--- src/rtl/modbus_rtu_frame_rx_if.sv ---
// Modbus RTU frame receiver bus interface.
// Bundles the UART-side byte stream and station address (driven by the
// master) with the forwarded payload stream and per-frame status (driven
// by the receiver, which connects through the slave modport).
//   rx_data_i/rx_valid_i/rx_err_i : received byte, strobe, UART error flag
//   my_addr_i                     : station address (quasi-static)
//   pay_data_o/pay_valid_o        : forwarded frame bytes, CRC stripped
//   frame_start_o/frame_done_o    : frame boundary pulses
//   frame_ok_o/crc_err_o/addr_match_o/len_o : status, valid at frame_done_o
//   busy_o                        : a frame is being received or discarded
interface modbus_rtu_frame_rx_if;
  logic [7:0] rx_data_i;
  logic       rx_valid_i;
  logic       rx_err_i;
  logic [7:0] my_addr_i;
  logic [7:0] pay_data_o;
  logic       pay_valid_o;
  logic       frame_start_o;
  logic       frame_done_o;
  logic       frame_ok_o;
  logic       crc_err_o;
  logic       addr_match_o;
  logic [8:0] len_o;
  logic       busy_o;

  modport master (
    output rx_data_i, rx_valid_i, rx_err_i, my_addr_i,
    input  pay_data_o, pay_valid_o, frame_start_o, frame_done_o,
           frame_ok_o, crc_err_o, addr_match_o, len_o, busy_o
  );

  modport slave (
    input  rx_data_i, rx_valid_i, rx_err_i, my_addr_i,
    output pay_data_o, pay_valid_o, frame_start_o, frame_done_o,
           frame_ok_o, crc_err_o, addr_match_o, len_o, busy_o
  );
endinterface

--- src/rtl/modbus_rtu_frame_rx.sv ---
// Modbus RTU frame receiver.
// Delimits frames by line silence (t3.5 ends a frame, a gap over t1.5 inside
// a frame invalidates it), checks the CRC16 residue, station address, length
// and UART errors, and forwards address + PDU bytes with the CRC stripped.
// Ports:
//   clk   : single clock, all logic on posedge
//   rst_n : asynchronous active-low reset
//   bus   : modbus_rtu_frame_rx_if.slave (byte input, payload and status out)
module modbus_rtu_frame_rx #(
  parameter int T35_TICKS = 3500,
  parameter int T15_TICKS = 1500,
  parameter int MAX_LEN   = 256
) (
  input logic                   clk,
  input logic                   rst_n,
  modbus_rtu_frame_rx_if.slave  bus
);

  localparam int             CW      = $clog2(T35_TICKS + 1);
  localparam logic [CW-1:0]  T35_C   = CW'(T35_TICKS);
  localparam logic [CW-1:0]  T35_M1  = CW'(T35_TICKS - 1);
  localparam logic [CW-1:0]  T15_C   = CW'(T15_TICKS);
  localparam logic [8:0]     LEN_MAX = 9'(MAX_LEN);
  localparam logic [8:0]     LEN_SAT = 9'(MAX_LEN + 1);

  typedef enum logic [1:0] {SYNC, IDLE, RECV, DISCARD} state_t;

  state_t        state;
  logic [CW-1:0] silence;
  logic [15:0]   crc;
  logic [8:0]    len;
  logic [7:0]    d0;
  logic [7:0]    d1;
  logic          addr_hit;
  logic          err_seen;

  logic          silence_done;
  logic [8:0]    len_inc;
  logic          good;

  // Modbus CRC16, reflected poly 0xA001, one byte LSB first.
  function automatic logic [15:0] crc16_byte(input logic [15:0] crc_in,
                                             input logic [7:0]  data);
    logic [15:0] c;
    c = crc_in ^ {8'h00, data};
    for (int i = 0; i < 8; i++) begin
      c = c[0] ? ((c >> 1) ^ 16'hA001) : (c >> 1);
    end
    return c;
  endfunction

  // The silence counter reaches T35 on the edge where it is at T35-1 with no
  // byte arriving; acting on that edge puts frame_done_o T35+1 cycles after
  // the last strobe and leaves the state IDLE during the done cycle.
  assign silence_done = !bus.rx_valid_i && (silence == T35_M1);
  assign len_inc      = (len == LEN_SAT) ? len : len + 9'd1;
  assign good         = (crc == 16'h0000) && addr_hit && (len >= 9'd4) &&
                        (len <= LEN_MAX) && !err_seen;

  always_ff @(posedge clk or negedge rst_n) begin
    if (!rst_n) begin
      state             <= SYNC;
      silence           <= '0;
      crc               <= 16'hFFFF;
      len               <= '0;
      d0                <= '0;
      d1                <= '0;
      addr_hit          <= 1'b0;
      err_seen          <= 1'b0;
      bus.pay_data_o    <= 8'h00;
      bus.pay_valid_o   <= 1'b0;
      bus.frame_start_o <= 1'b0;
      bus.frame_done_o  <= 1'b0;
      bus.frame_ok_o    <= 1'b0;
      bus.crc_err_o     <= 1'b0;
      bus.addr_match_o  <= 1'b0;
      bus.len_o         <= '0;
      bus.busy_o        <= 1'b0;
    end else begin
      bus.pay_valid_o   <= 1'b0;
      bus.frame_start_o <= 1'b0;
      bus.frame_done_o  <= 1'b0;

      if (bus.rx_valid_i) begin
        silence <= '0;
      end else if (silence != T35_C) begin
        silence <= silence + 1'b1;
      end

      case (state)
        SYNC: begin
          if (silence_done) begin
            state <= IDLE;
          end
        end

        IDLE: begin
          if (bus.rx_valid_i) begin
            state             <= RECV;
            bus.busy_o        <= 1'b1;
            bus.frame_start_o <= 1'b1;
            crc               <= crc16_byte(16'hFFFF, bus.rx_data_i);
            len               <= 9'd1;
            d0                <= bus.rx_data_i;
            addr_hit          <= (bus.rx_data_i == bus.my_addr_i) ||
                                 (bus.rx_data_i == 8'h00);
            err_seen          <= bus.rx_err_i;
          end
        end

        RECV: begin
          if (bus.rx_valid_i) begin
            len <= len_inc;
            if (silence > T15_C) begin
              state <= DISCARD;
            end else begin
              crc      <= crc16_byte(crc, bus.rx_data_i);
              d0       <= bus.rx_data_i;
              d1       <= d0;
              err_seen <= err_seen | bus.rx_err_i;
              // Byte n releases byte n-2, so the trailing CRC pair never leaves.
              if (len >= 9'd2 && len < LEN_MAX) begin
                bus.pay_data_o  <= d1;
                bus.pay_valid_o <= 1'b1;
              end
            end
          end else if (silence_done) begin
            state            <= IDLE;
            bus.busy_o       <= 1'b0;
            bus.frame_done_o <= 1'b1;
            bus.frame_ok_o   <= good;
            bus.crc_err_o    <= (crc != 16'h0000);
            bus.addr_match_o <= addr_hit;
            bus.len_o        <= len;
          end
        end

        DISCARD: begin
          if (bus.rx_valid_i) begin
            len <= len_inc;
          end else if (silence_done) begin
            state            <= IDLE;
            bus.busy_o       <= 1'b0;
            bus.frame_done_o <= 1'b1;
            bus.frame_ok_o   <= 1'b0;
            bus.crc_err_o    <= (crc != 16'h0000);
            bus.addr_match_o <= addr_hit;
            bus.len_o        <= len;
          end
        end

        default: begin
          state <= SYNC;
        end
      endcase
    end
  end

endmodule

--- src/flat_wrapper.sv ---
// flat-port wrapper written by rule: the top's interface ports become plain ports
module modbus_rtu_frame_rx_flat 
#(
  parameter int T35_TICKS = 3500,
  parameter int T15_TICKS = 1500,
  parameter int MAX_LEN   = 256
)
  (clk, rst_n, bus_rx_data_i, bus_rx_valid_i, bus_rx_err_i, bus_my_addr_i, bus_pay_data_o, bus_pay_valid_o, bus_frame_start_o, bus_frame_done_o, bus_frame_ok_o, bus_crc_err_o, bus_addr_match_o, bus_len_o, bus_busy_o);
  modbus_rtu_frame_rx_if bus_i ();
  input logic clk;
  input logic rst_n;
  input wire logic [$bits(bus_i.rx_data_i)-1:0] bus_rx_data_i;
  input wire logic [$bits(bus_i.rx_valid_i)-1:0] bus_rx_valid_i;
  input wire logic [$bits(bus_i.rx_err_i)-1:0] bus_rx_err_i;
  input wire logic [$bits(bus_i.my_addr_i)-1:0] bus_my_addr_i;
  output wire logic [$bits(bus_i.pay_data_o)-1:0] bus_pay_data_o;
  output wire logic [$bits(bus_i.pay_valid_o)-1:0] bus_pay_valid_o;
  output wire logic [$bits(bus_i.frame_start_o)-1:0] bus_frame_start_o;
  output wire logic [$bits(bus_i.frame_done_o)-1:0] bus_frame_done_o;
  output wire logic [$bits(bus_i.frame_ok_o)-1:0] bus_frame_ok_o;
  output wire logic [$bits(bus_i.crc_err_o)-1:0] bus_crc_err_o;
  output wire logic [$bits(bus_i.addr_match_o)-1:0] bus_addr_match_o;
  output wire logic [$bits(bus_i.len_o)-1:0] bus_len_o;
  output wire logic [$bits(bus_i.busy_o)-1:0] bus_busy_o;
  assign bus_i.rx_data_i = bus_rx_data_i;
  assign bus_i.rx_valid_i = bus_rx_valid_i;
  assign bus_i.rx_err_i = bus_rx_err_i;
  assign bus_i.my_addr_i = bus_my_addr_i;
  assign bus_pay_data_o = bus_i.pay_data_o;
  assign bus_pay_valid_o = bus_i.pay_valid_o;
  assign bus_frame_start_o = bus_i.frame_start_o;
  assign bus_frame_done_o = bus_i.frame_done_o;
  assign bus_frame_ok_o = bus_i.frame_ok_o;
  assign bus_crc_err_o = bus_i.crc_err_o;
  assign bus_addr_match_o = bus_i.addr_match_o;
  assign bus_len_o = bus_i.len_o;
  assign bus_busy_o = bus_i.busy_o;
  modbus_rtu_frame_rx #(.T35_TICKS(T35_TICKS), .T15_TICKS(T15_TICKS), .MAX_LEN(MAX_LEN)) u_core (.clk(clk), .rst_n(rst_n), .bus(bus_i));
endmodule
--- config.mk ---
export PLATFORM = sky130hd
export DESIGN_NAME = modbus_rtu_frame_rx_flat
export DESIGN_NICKNAME = d
export VERILOG_FILES = /design/src/rtl/modbus_rtu_frame_rx_if.sv /design/src/rtl/modbus_rtu_frame_rx.sv /design/src/flat_wrapper.sv
export SDC_FILE = /design/constraint.sdc
export NUM_CORES = 1
export LEC_CHECK = 0
export ABC_AREA = 1
export BUFFER_PORTS_ARGS = -buffer_cell sky130_fd_sc_hd__buf_2
export CELL_PAD_IN_SITES_DETAIL_PLACEMENT = 0
export CELL_PAD_IN_SITES_GLOBAL_PLACEMENT = 1
export CORE_MARGIN = 2
export CORE_UTILIZATION = 45
export CTS_BUF_LIST = sky130_fd_sc_hd__clkbuf_8 sky130_fd_sc_hd__clkbuf_16
export DETAILED_ROUTE_END_ITERATION = 8
export PLACE_DENSITY = 0.84
export SYNTH_ARGS = -nofsm -noshare
export SYNTH_HDL_FRONTEND = slang
export SYNTH_SLANG_ARGS = --single-unit
--- constraint.sdc ---
create_clock -name clk -period 5.1 [get_ports clk]
set_input_delay 0 -clock clk [delete_from_list [all_inputs] [get_ports clk]]
set_output_delay 0 -clock clk [all_outputs]
set_load 0.01 [all_outputs]
==> impl_metrics.yaml, run 1 <==
die:
  io_pins: 44
  die_area_um2: 10600
  row_count: 36
  die_w_um: 103
  core_um2: 9640
  start_util: 0.457
  fp.dieH_um: 103
setup_path:
  end_kind: "flop"
  crit_required_ps: 5370
  cp_cell_sequence: "inv_1 -> ha_1 -> nand2_1 -> a211oi_1 -> nand2_1 -> o21ai_2 -> buf_4 -> inv_1 -> a22oi_1"
  cp-start-kind: "flop"
  critPathMaxStageDelay_ps: 520
  critPathSlowestCell: "ha_1"
  critPathKind: "flop to flop"
  cp.arrival_ps: 3200
  worstPathMaxFanout: 21
sta:
  finalMaxSlewViolations: 0
  fmax_mhz: 341
  fin_setup_tns_ps: 0
  rsz0062_at_grt: "no"
  holdWs_ps: 21.8
  setup_viol: 0
  min_period_ps: 2930
  fin_crit_sh: 0.575
  slew_headroom: 0.321
  worst-slew-pin-transition_ps: 1020
  hold_viol_final: 0
  finalClockSkew_ps: 12.9
grt:
  grt-ovfl-total: 0
  grt_util_met1: 0.263
  gr-max-usage-layer: "met2"
  grtUsageTotal: 0.189
  gr-usage-met2: 0.304
  globalRouteMet3Util: 0.0292
  grt_max_degree: 82
  grt_pass1_wl_um: 15600
  first_global_vias: 3286
  antenna_found_initial: 0
routing:
  viasPerCell: 4.99
  vias: 3638
  drt-total-wl_um: 9580
  detail-route-antenna-nets: 0
  drt-pass1-iter-count: 5
  avgRoutedWirePerCell_um: 13.1
  drc: 0
  drtIter0Drc: 166
finish:
  fillers: 891
  drive_gt1_frac: 0.203
  antenna_cells: 0
  seq_area_um2: 2050
  fin_util: 0.524
  nets: 623
  multi_input_area_um2: 1980
  area.growth.synth_to_final_pct: 14.7
place:
  io_buffers: 43
  finalWeightedCongestion: 0.876
  dpl.hpwl_um: 6860
pwr:
  power_density_nw_per_um2: 471
  peakVddDrop_mv: 0.201
  p_seq_frac: 0.424
  p_leak_nw: 2.48
  pwr-share-comb: 0.339
  internal-power_w: 0.00149
  power.switching_w: 0.000892
  switching_share: 0.374
  p_clk_frac: 0.237
yosys:
  yosysWarningCount: 0
  synth_compound_area_frac: 0.116
  syn-mean-instance-area_um2: 8.21
  synth_cell_types: 49
  syn-cell-area_um2: 4410
  synthAdderAreaFrac: 0.0341
  ys_seq_elements: 81
  netlist_instances: 537
  synth-simple-area-share: 0.267
  synth_top_cell_by_area: "dfrtp_1"
  syn-num-nets: 569
  async_reset_ff_frac: 1.00
  synth_area_leaders: "dfrtp_1, nand2_1, dfstp_2, inv_1, o21ai_0"
  synthMuxAreaShare: 0
  synthXorXnorAreaFrac: 0.0315
  synth_top_family_by_area: "simple AND/OR/NAND/NOR gates"
  seq_area_frac_synth: 0.465
  synth_edf_count: 0
  ys.flop_type: "dfrtp_1"
  synth.top_cell.area_share: 0.369
clock_tree:
  clock_latency_ps: 340
  cts_resized: 0
  cts-root-buf: "clkbuf_8"
  cts_buffer_depth: 2
  numCtsBuffers: 9
  htree_levels: 3
  path_clk_slew_ps: 90
  postCtsHoldBufs: 10
  cts_tree: "done"
  cts_sinks: 81
  cts_setup_buffers: 0
job:
  maxCapViolations: 0
hold_path:
  hold_path.class: "input pin to flop"
run_status:
  status: "finished clean"
==> sequential cells by signal, indices dropped and copies added (netlist names) <==
name and cells:
u_core.addr_hit 1, u_core.bus.addr_match_o 1, u_core.bus.busy_o 1, u_core.bus.crc_err_o 1, u_core.bus.frame_done_o 1, u_core.bus.frame_ok_o 1
u_core.bus.frame_start_o 1, u_core.bus.len_o 9, u_core.bus.pay_data_o 8, u_core.bus.pay_valid_o 1, u_core.crc 16, u_core.d0 8
u_core.d1 8, u_core.err_seen 1, u_core.len 9, u_core.silence 12, u_core.state 2
==> power by group through the flow <==
stage	combinational (W)	clock [W]	sequential [W]
2_1_floorplan	0.000611	0	0.000998
3_3_place_gp	0.000781	0	0.00101
3_5_place_dp	0.000801	0	0.00102
4_1_cts	0.000810	0.000579	0.00101
5_1_grt	0.000926	0.000603	0.00104
6_report	0.000807	0.000564	0.00101
==> critical path: cells and delay by family, from the launching register on <==
family | cells | cell delay, ps
flops | 1 | 410
buf+inv | 3 | 580
fa+ha+maj | 1 | 520
simple gates | 2 | 560
compound gates | 3 | 780
==> final cells by class <==
cell class                 instances  area share
timing repair buffer              54      0.0644
inverter                          79      0.0592
clock inverter                     7      0.0230
clock buffer                       9      0.0245
tap                              133      0.0329
multi-input combinational        366       0.391
sequential                        81       0.405
==> metal layers <==
| metal | vias up | share of wire |
|---|---|---|
| li1 | 1861 | - |
| met1 | 1688 | 0.49 |
| met2 | 75 | 0.47 |
| met3 | 14 | 0.028 |
| met4 | 0 | 0.015 |
| met5 | - | 0 |
==> cell usage in the layout, fill, tap and decap left out, drive strengths merged, types with 2 or more instances in the layout <==
| master | n |
|---|---|
| dfrtp | 65 |
| o21ai | 53 |
| ha | 12 |
| o311ai | 2 |
| clkbuf | 9 |
| nand2 | 153 |
| buf | 44 |
| a22oi | 4 |
| nand4 | 10 |
| xor2 | 6 |
| a31oi | 3 |
| inv | 82 |
| xnor2 | 9 |
| o22ai | 2 |
| dlygate4sd3 | 10 |
| nand3 | 24 |
| o211ai | 4 |
| bufinv | 3 |
| nor4 | 7 |
| or2 | 3 |
| nor3 | 17 |
| nor3b | 6 |
| a21oi | 15 |
| dfstp | 16 |
| nor2 | 29 |
==> worst paths after layout <==
kind	startpoint	to	slack [ps]	cells past startpoint
max in group asynchronous	rst_n	u_core.silence[6]$_DFFE_PN0P_	4070	2
worst min register to register	u_core.d1[4]$_DFFE_PN0P_	u_core.bus.pay_data_o[4]$_DFFE_PN0P_	470	2
worst max-delay path	u_core.state[0]$_DFFE_PN0P_	u_core.crc[1]$_DFFE_PN1P_	2170	9
worst min-delay path	bus_rx_data_i[2]	u_core.d0[2]$_DFFE_PN0P_	20	3
worst max register to register	u_core.state[0]$_DFFE_PN0P_	u_core.crc[1]$_DFFE_PN1P_	2170	9
min in group asynchronous	rst_n	u_core.bus.len_o[6]$_DFFE_PN0P_	360	2
==> cell usage after synthesis (3+ instances only) <==
cell      count
nand2_1     139
inv_1        66
dfrtp_1      65
o21ai_0      41
nor2_1       26
nand3_1      21
dfstp_2      16
a21oi_1      13
nand2_2      13
nor3_1       13
ha_1         12
inv_2        12
o21ai_1      11
nand4_1       9
xnor2_1       9
nor4_1        7
xor2_1        5
a22oi_1       4
nor3b_1       4
o211ai_1      4
a31oi_1       3
buf_2         3
buf_6         3
nand3_2       3
nor3_2        3
==> kinds of logic after synthesis <==
group           Yosys count
flops                    81
fa+ha+maj                12
xor+xnor                 15
compound gates           89
simple gates            250
buf+inv                  90
==> through the flow <==
stage,total power (W),instances,cell area [µm²],setup slack (ps)
after global routing,0.00256,729,5050,1740
after detailed placement,0.00182,703,4710,2160
after global placement,0.00180,703,4710,2280
after CTS,0.00240,729,5050,2150
final,0.00238,729,5050,2170
after floorplan,0.00161,537,4410,3370
Power figures use the tool's default switching activity.
==> run 2: changes to the inputs <==
Settings changed: CORE_UTILIZATION 45 to 40, PLACE_DENSITY 0.84 to 0.79.
Clock period 5.1 ns to 2.55 ns, I/O delays scaled along.
==> run 2 against run 1 <==
Effect of this change: clock power grew 57%; critical path depth grew 2; highest routed layer unchanged; utilization shrank 5.7 points; critical endpoint is now u_core.bus.pay_data_o[3]$_DFFE_PN0P_; routed wire length grew 3.8%; sequential power grew 100%.
==> impl_metrics.yaml, run 2 (synthesis results as in run 1) <==
run_status:
  status: "finished clean"
sta:
  fmax_mhz: 483
  finalMaxSlewViolations: 0
  rsz0062_at_grt: "no"
  worst-slew-pin-transition_ps: 1010
  min_period_ps: 2070
  fin_setup_tns_ps: 0
  slew_headroom: 0.327
  finalClockSkew_ps: 10.6
  fin_crit_sh: 0.812
  hold_viol_final: 0
  setup_viol: 0
  fin_ws_ps: 479
routing:
  drt-pass1-iter-count: 4
  viasPerCell: 4.91
  vias: 3635
  drtIter0Drc: 270
  avgRoutedWirePerCell_um: 13.4
  drc: 0
  detail-route-antenna-nets: 0
  drt-total-wl_um: 9950
pwr:
  peakVddDrop_mv: 0.406
  power_density_nw_per_um2: 900
  p_leak_nw: 2.46
finish:
  max_flop_register: "u_core.crc"
  drive_gt1_frac: 0.208
  largestRegisters: "u_core.crc x16, u_core.silence x12"
  mostFrequentLayoutCells: "nand2_1, inv_1, dfrtp_1"
  largest_reg_flops: 16
  area.growth.synth_to_final_pct: 14.4
  nets: 627
  antenna_cells: 0
  fillers: 1071
  fin_util: 0.467
  final_common_cell: "nand2_1"
job:
  maxCapViolations: 0
die:
  fp.dieH_um: 109
  die_area_um2: 11900
  die_w_um: 109
  row_count: 38
  start_util: 0.408
  io_pins: 44
  core_um2: 10800
grt:
  grt-ovfl-total: 0
  grt_pass1_wl_um: 16900
  grt_max_degree: 82
  first_global_vias: 3450
  antenna_found_initial: 0
  grtUsageTotal: 0.183
setup_path:
  critPathMaxStageDelay_ps: 410
  end_kind: "flop"
  cpMostUsedCell: "nand2_1"
  crit_required_ps: 2840
  critPathSlowestCell: "dfrtp_1"
  reg2reg_slack_ps: 480
  cpLargestDelayFamily: "buffers and inverters"
  critPathBufInv: 4
  worstPathMaxFanout: 18
  cp_cell_sequence: "inv_1 -> ha_1 -> nand2_1 -> a211oi_1 -> nand2_1 -> buf_4 -> inv_2 -> nand2_4 -> inv_4 -> nand2_1 -> nand2_1"
  cp.arrival_ps: 2370
  critPathKind: "flop to flop"
  cp-start-kind: "flop"
clock_tree:
  cts_buffer_depth: 2
  cts_resized: 0
  cts_tree: "done"
  cts_sinks: 81
  htree_levels: 3
  path_clk_slew_ps: 90
  numCtsBuffers: 9
  cts-root-buf: "clkbuf_8"
  clock_latency_ps: 350
hold_path:
  hold_path.class: "input pin to flop"
place:
  dpl.hpwl_um: 7280
  io_buffers: 43
  place_ws_ps: 472
  finalWeightedCongestion: 0.887
## run 2: cell count changes in the layout (fill, tap and decap cells not counted), sizes merged
cell,delta
buf,+3
bufinv,-3
clkbuf,+1
clkinv,+1
clkinvlp,+2
dlygate4sd3,+1
inv,-1
## run 2: metal layers
layer	GRT usage	vias to the layer above	wire, µm
met5	0	-	0
met4	0.0879	0	201
met3	0.0371	16	388
met2	0.271	68	4490
met1	0.254	1691	4860
li1	-	1860	-
## run 2: worst paths after layout
kind                                                       from                                    to  cells past startpoint
max in group asynchronous                                 rst_n              u_core.d0[3]$_DFFE_PN0P_                      2
worst max-delay path                u_core.state[0]$_DFFE_PN0P_  u_core.bus.pay_data_o[3]$_DFFE_PN0P_                     11
worst max register to register      u_core.state[0]$_DFFE_PN0P_  u_core.bus.pay_data_o[3]$_DFFE_PN0P_                     11
worst min register to register  u_core.bus.len_o[4]$_DFFE_PN0P_       u_core.bus.len_o[4]$_DFFE_PN0P_                      2
min in group asynchronous                                 rst_n       u_core.bus.len_o[2]$_DFFE_PN0P_                      2
worst min-delay path                           bus_my_addr_i[2]           u_core.addr_hit$_DFFE_PN0P_                      5
## run 2: stage by stage
step                      cell area [µm²]  power (W)  hold slack, ps  std cells
after floorplan                      4410    0.00322            -296        537
after global placement               4740    0.00363             236        713
after detailed placement             4740    0.00367             244        713
after CTS                            5040    0.00460            66.6        740
after global routing                 5040    0.00498            79.1        740
final                                5040    0.00454            68.2        740
## run 2: worst register-to-register path, stage by stage (launching register included)
cell and delay (ps):
dfrtp_1 410, inv_1 80, ha_1 330, nand2_1 120, a211oi_1 230, nand2_1 160
buf_4 220, inv_2 130, nand2_4 110, inv_4 130, nand2_1 60, nand2_1 60
## run 2: what timing repair did
| item | 4_1_cts | 5_1_grt |
|---|---|---|
| buffers inserted | 0 | 0 |
| endpoints found under the hold margin | 79 | 0 |
| setup endpoints to repair | 0 | 0 |
| hold buffers | 11 | 0 |
## run 2: power breakdown
part	total, W	switching, W	internal, W	leakage, nW
logic	0.00163	0.00104	0.000584	1.35
clock network	0.000888	0.000498	0.000390	0.0895
registers	0.00202	0.000267	0.00176	1.03
total	0.00454	0.00181	0.00273	2.46
## run 2: layout make-up
type                       count  area (µm²)  area share
sequential                    81        2050       0.406
multi-input combinational    366        1980       0.392
timing repair buffer          58         358      0.0710
inverter                      79         299      0.0593
tap                          140         175      0.0347
clock buffer                  10         138      0.0273
clock inverter                 6        50.0     0.00993
==> run 3: changes to the inputs <==
Settings changed: CORE_UTILIZATION 40 to 44, PLACE_DENSITY 0.79 to 0.82.
Clock period 2.55 ns to 2.1 ns, I/O delays scaled along.
==> run 3 against run 2 <==
Effect of this change: non-clock buffer count is 4 higher; clock skew increased by 1.3 ps; first-iteration DRC count shrank 41%; largest power group unchanged; sequential power is 22% higher; combinational power is 25% higher.
==> impl_metrics.yaml, run 3 (synthesis results as in run 1) <==
sta:
  finalClockSkew_ps: 11.9
  hold_viol_final: 0
  fin_setup_tns_ps: 0
  finalMaxSlewViolations: 0
  worst-slew-pin-transition_ps: 480
  fin_crit_sh: 0.917
  rsz0062_at_grt: "no"
  setup_viol: 0
  min_period_ps: 1930
  slew_headroom: 0.680
  fmax_mhz: 519
die:
  core_um2: 9730
  row_count: 36
  die_w_um: 104
  io_pins: 44
  fp.dieH_um: 104
  die_area_um2: 10800
  start_util: 0.453
routing:
  drtIter0Drc: 160
  avgRoutedWirePerCell_um: 13.6
  drc: 0
  detail-route-antenna-nets: 0
  viasPerCell: 4.94
  drt-total-wl_um: 9990
  drt-pass1-iter-count: 4
  vias: 3640
finish:
  largestRegisters: "u_core.crc x16, u_core.silence x12"
  antenna_cells: 0
  nets: 631
  area.growth.synth_to_final_pct: 16.4
  mostFrequentLayoutCells: "nand2_1, inv_1, dfrtp_1"
  max_flop_register: "u_core.crc"
  drive_gt1_frac: 0.212
  largest_reg_flops: 16
  final_common_cell: "nand2_1"
setup_path:
  r2r_end: "u_core.len[7]$_DFFE_PN0P_"
  end_kind: "flop"
  reg2reg_slack_ps: 170
  worstPathMaxFanout: 7
  r2r-start: "u_core.state[1]$_DFFE_PN0P_"
  cp.arrival_ps: 2170
  crit_required_ps: 2340
  critPathKind: "flop to flop"
  cp-start-kind: "flop"
  reg2reg_depth: 9
hold_path:
  hold_path.class: "input pin to flop"
  hp-start: "bus_my_addr_i[2]"
  min_to: "u_core.addr_hit$_DFFE_PN0P_"
  hold_depth: 5
grt:
  antenna_found_initial: 0
  gr-usage-met2: 0.328
  grt_pass1_wl_um: 17100
  gr-max-usage-layer: "met2"
  grtUsageTotal: 0.195
  grt-ovfl-total: 0
  grt_max_degree: 49
  globalRouteMet3Util: 0.0338
  grt_util_met1: 0.256
  first_global_vias: 3588
clock_tree:
  cts_sinks: 81
  cts-root-buf: "clkbuf_8"
  numCtsBuffers: 9
  htree_levels: 3
  path_clk_slew_ps: 90
  clock_latency_ps: 350
  cts_tree: "done"
  cts_buffer_depth: 2
place:
  io_buffers: 43
  finalWeightedCongestion: 0.844
  dpl.hpwl_um: 7390
run_status:
  status: "finished clean"
pwr:
  total_power_w: 0.00573
  peakVddDrop_mv: 0.379
  p_leak_nw: 2.52
  power_density_nw_per_um2: 1120
job:
  maxCapViolations: 0
## run 3: repair_timing
item / CTS / global route
endpoints found under the setup margin: 0 / 6
setup buffers: 0 / 0
hold endpoints to repair: 47 / 0
resized for setup: 0 / 5
hold buffers: 11 / 0
## run 3: cell type report
type	instances	area, µm²
Fill cell	951	4600
Sequential cell	81	2050
Multi-Input combinational cell	366	2000
Timing Repair Buffer	62	404
Inverter	79	299
Tap cell	133	166
Clock buffer	9	124
Clock inverter	7	88.8
## run 3: how the worst max path moves through the flow
stage | start | end | slack, ps | cells after the start
6_report | u_core.state[1]$_DFFE_PN0P_ | u_core.len[7]$_DFFE_PN0P_ | 170 | 9
5_1_grt | u_core.state[1]$_DFFE_PN0P_ | u_core.len[7]$_DFFE_PN0P_ | 20 | 9
4_1_cts | u_core.state[0]$_DFFE_PN0P_ | u_core.len[7]$_DFFE_PN0P_ | 110 | 10
3_5_place_dp | u_core.state[0]$_DFFE_PN0P_ | u_core.len[7]$_DFFE_PN0P_ | 150 | 10
3_3_place_gp | u_core.state[0]$_DFFE_PN0P_ | u_core.crc[8]$_DFFE_PN1P_ | 200 | 6
2_1_floorplan | u_core.state[0]$_DFFE_PN0P_ | u_core.len[6]$_DFFE_PN0P_ | 370 | 10
## run 3: worst max-delay path: stages, from the launching register on
cell and delay [ps]:
dfrtp_1 450, ha_1 270, nor2_4 190, nor2_1 60, nand2_1 70, nand2_2 110, nor3_2 210, nand3_1 160
nor3_1 230, nor3b_2 70
## run 3: power by group
part           switching, W  internal [W]
Combinational       0.00128      0.000743
Clock              0.000581      0.000662
Sequential         0.000329       0.00213
Total               0.00219       0.00354
## run 3: routing by layer
metal / part of all wire / vias up / wire length, µm
met5: 0 / - / 0
met1: 0.47 / 1687 / 4690
li1: - / 1877 / -
met2: 0.48 / 60 / 4780
met3: 0.030 / 16 / 302
met4: 0.021 / 0 / 212
## run 3: per-stage QoR
stage	instances	hold slack, ps	instance area (µm²)	setup WS [ps]	utilization
after floorplan	537	-296	4410	368	-
after detailed placement	710	-5.81	4780	151	0.491
after CTS	737	109	5100	112	0.524
after global routing	737	132	5130	16.4	0.527
after global placement	710	-10.8	4780	197	0.491
final	737	131	5130	174	0.527
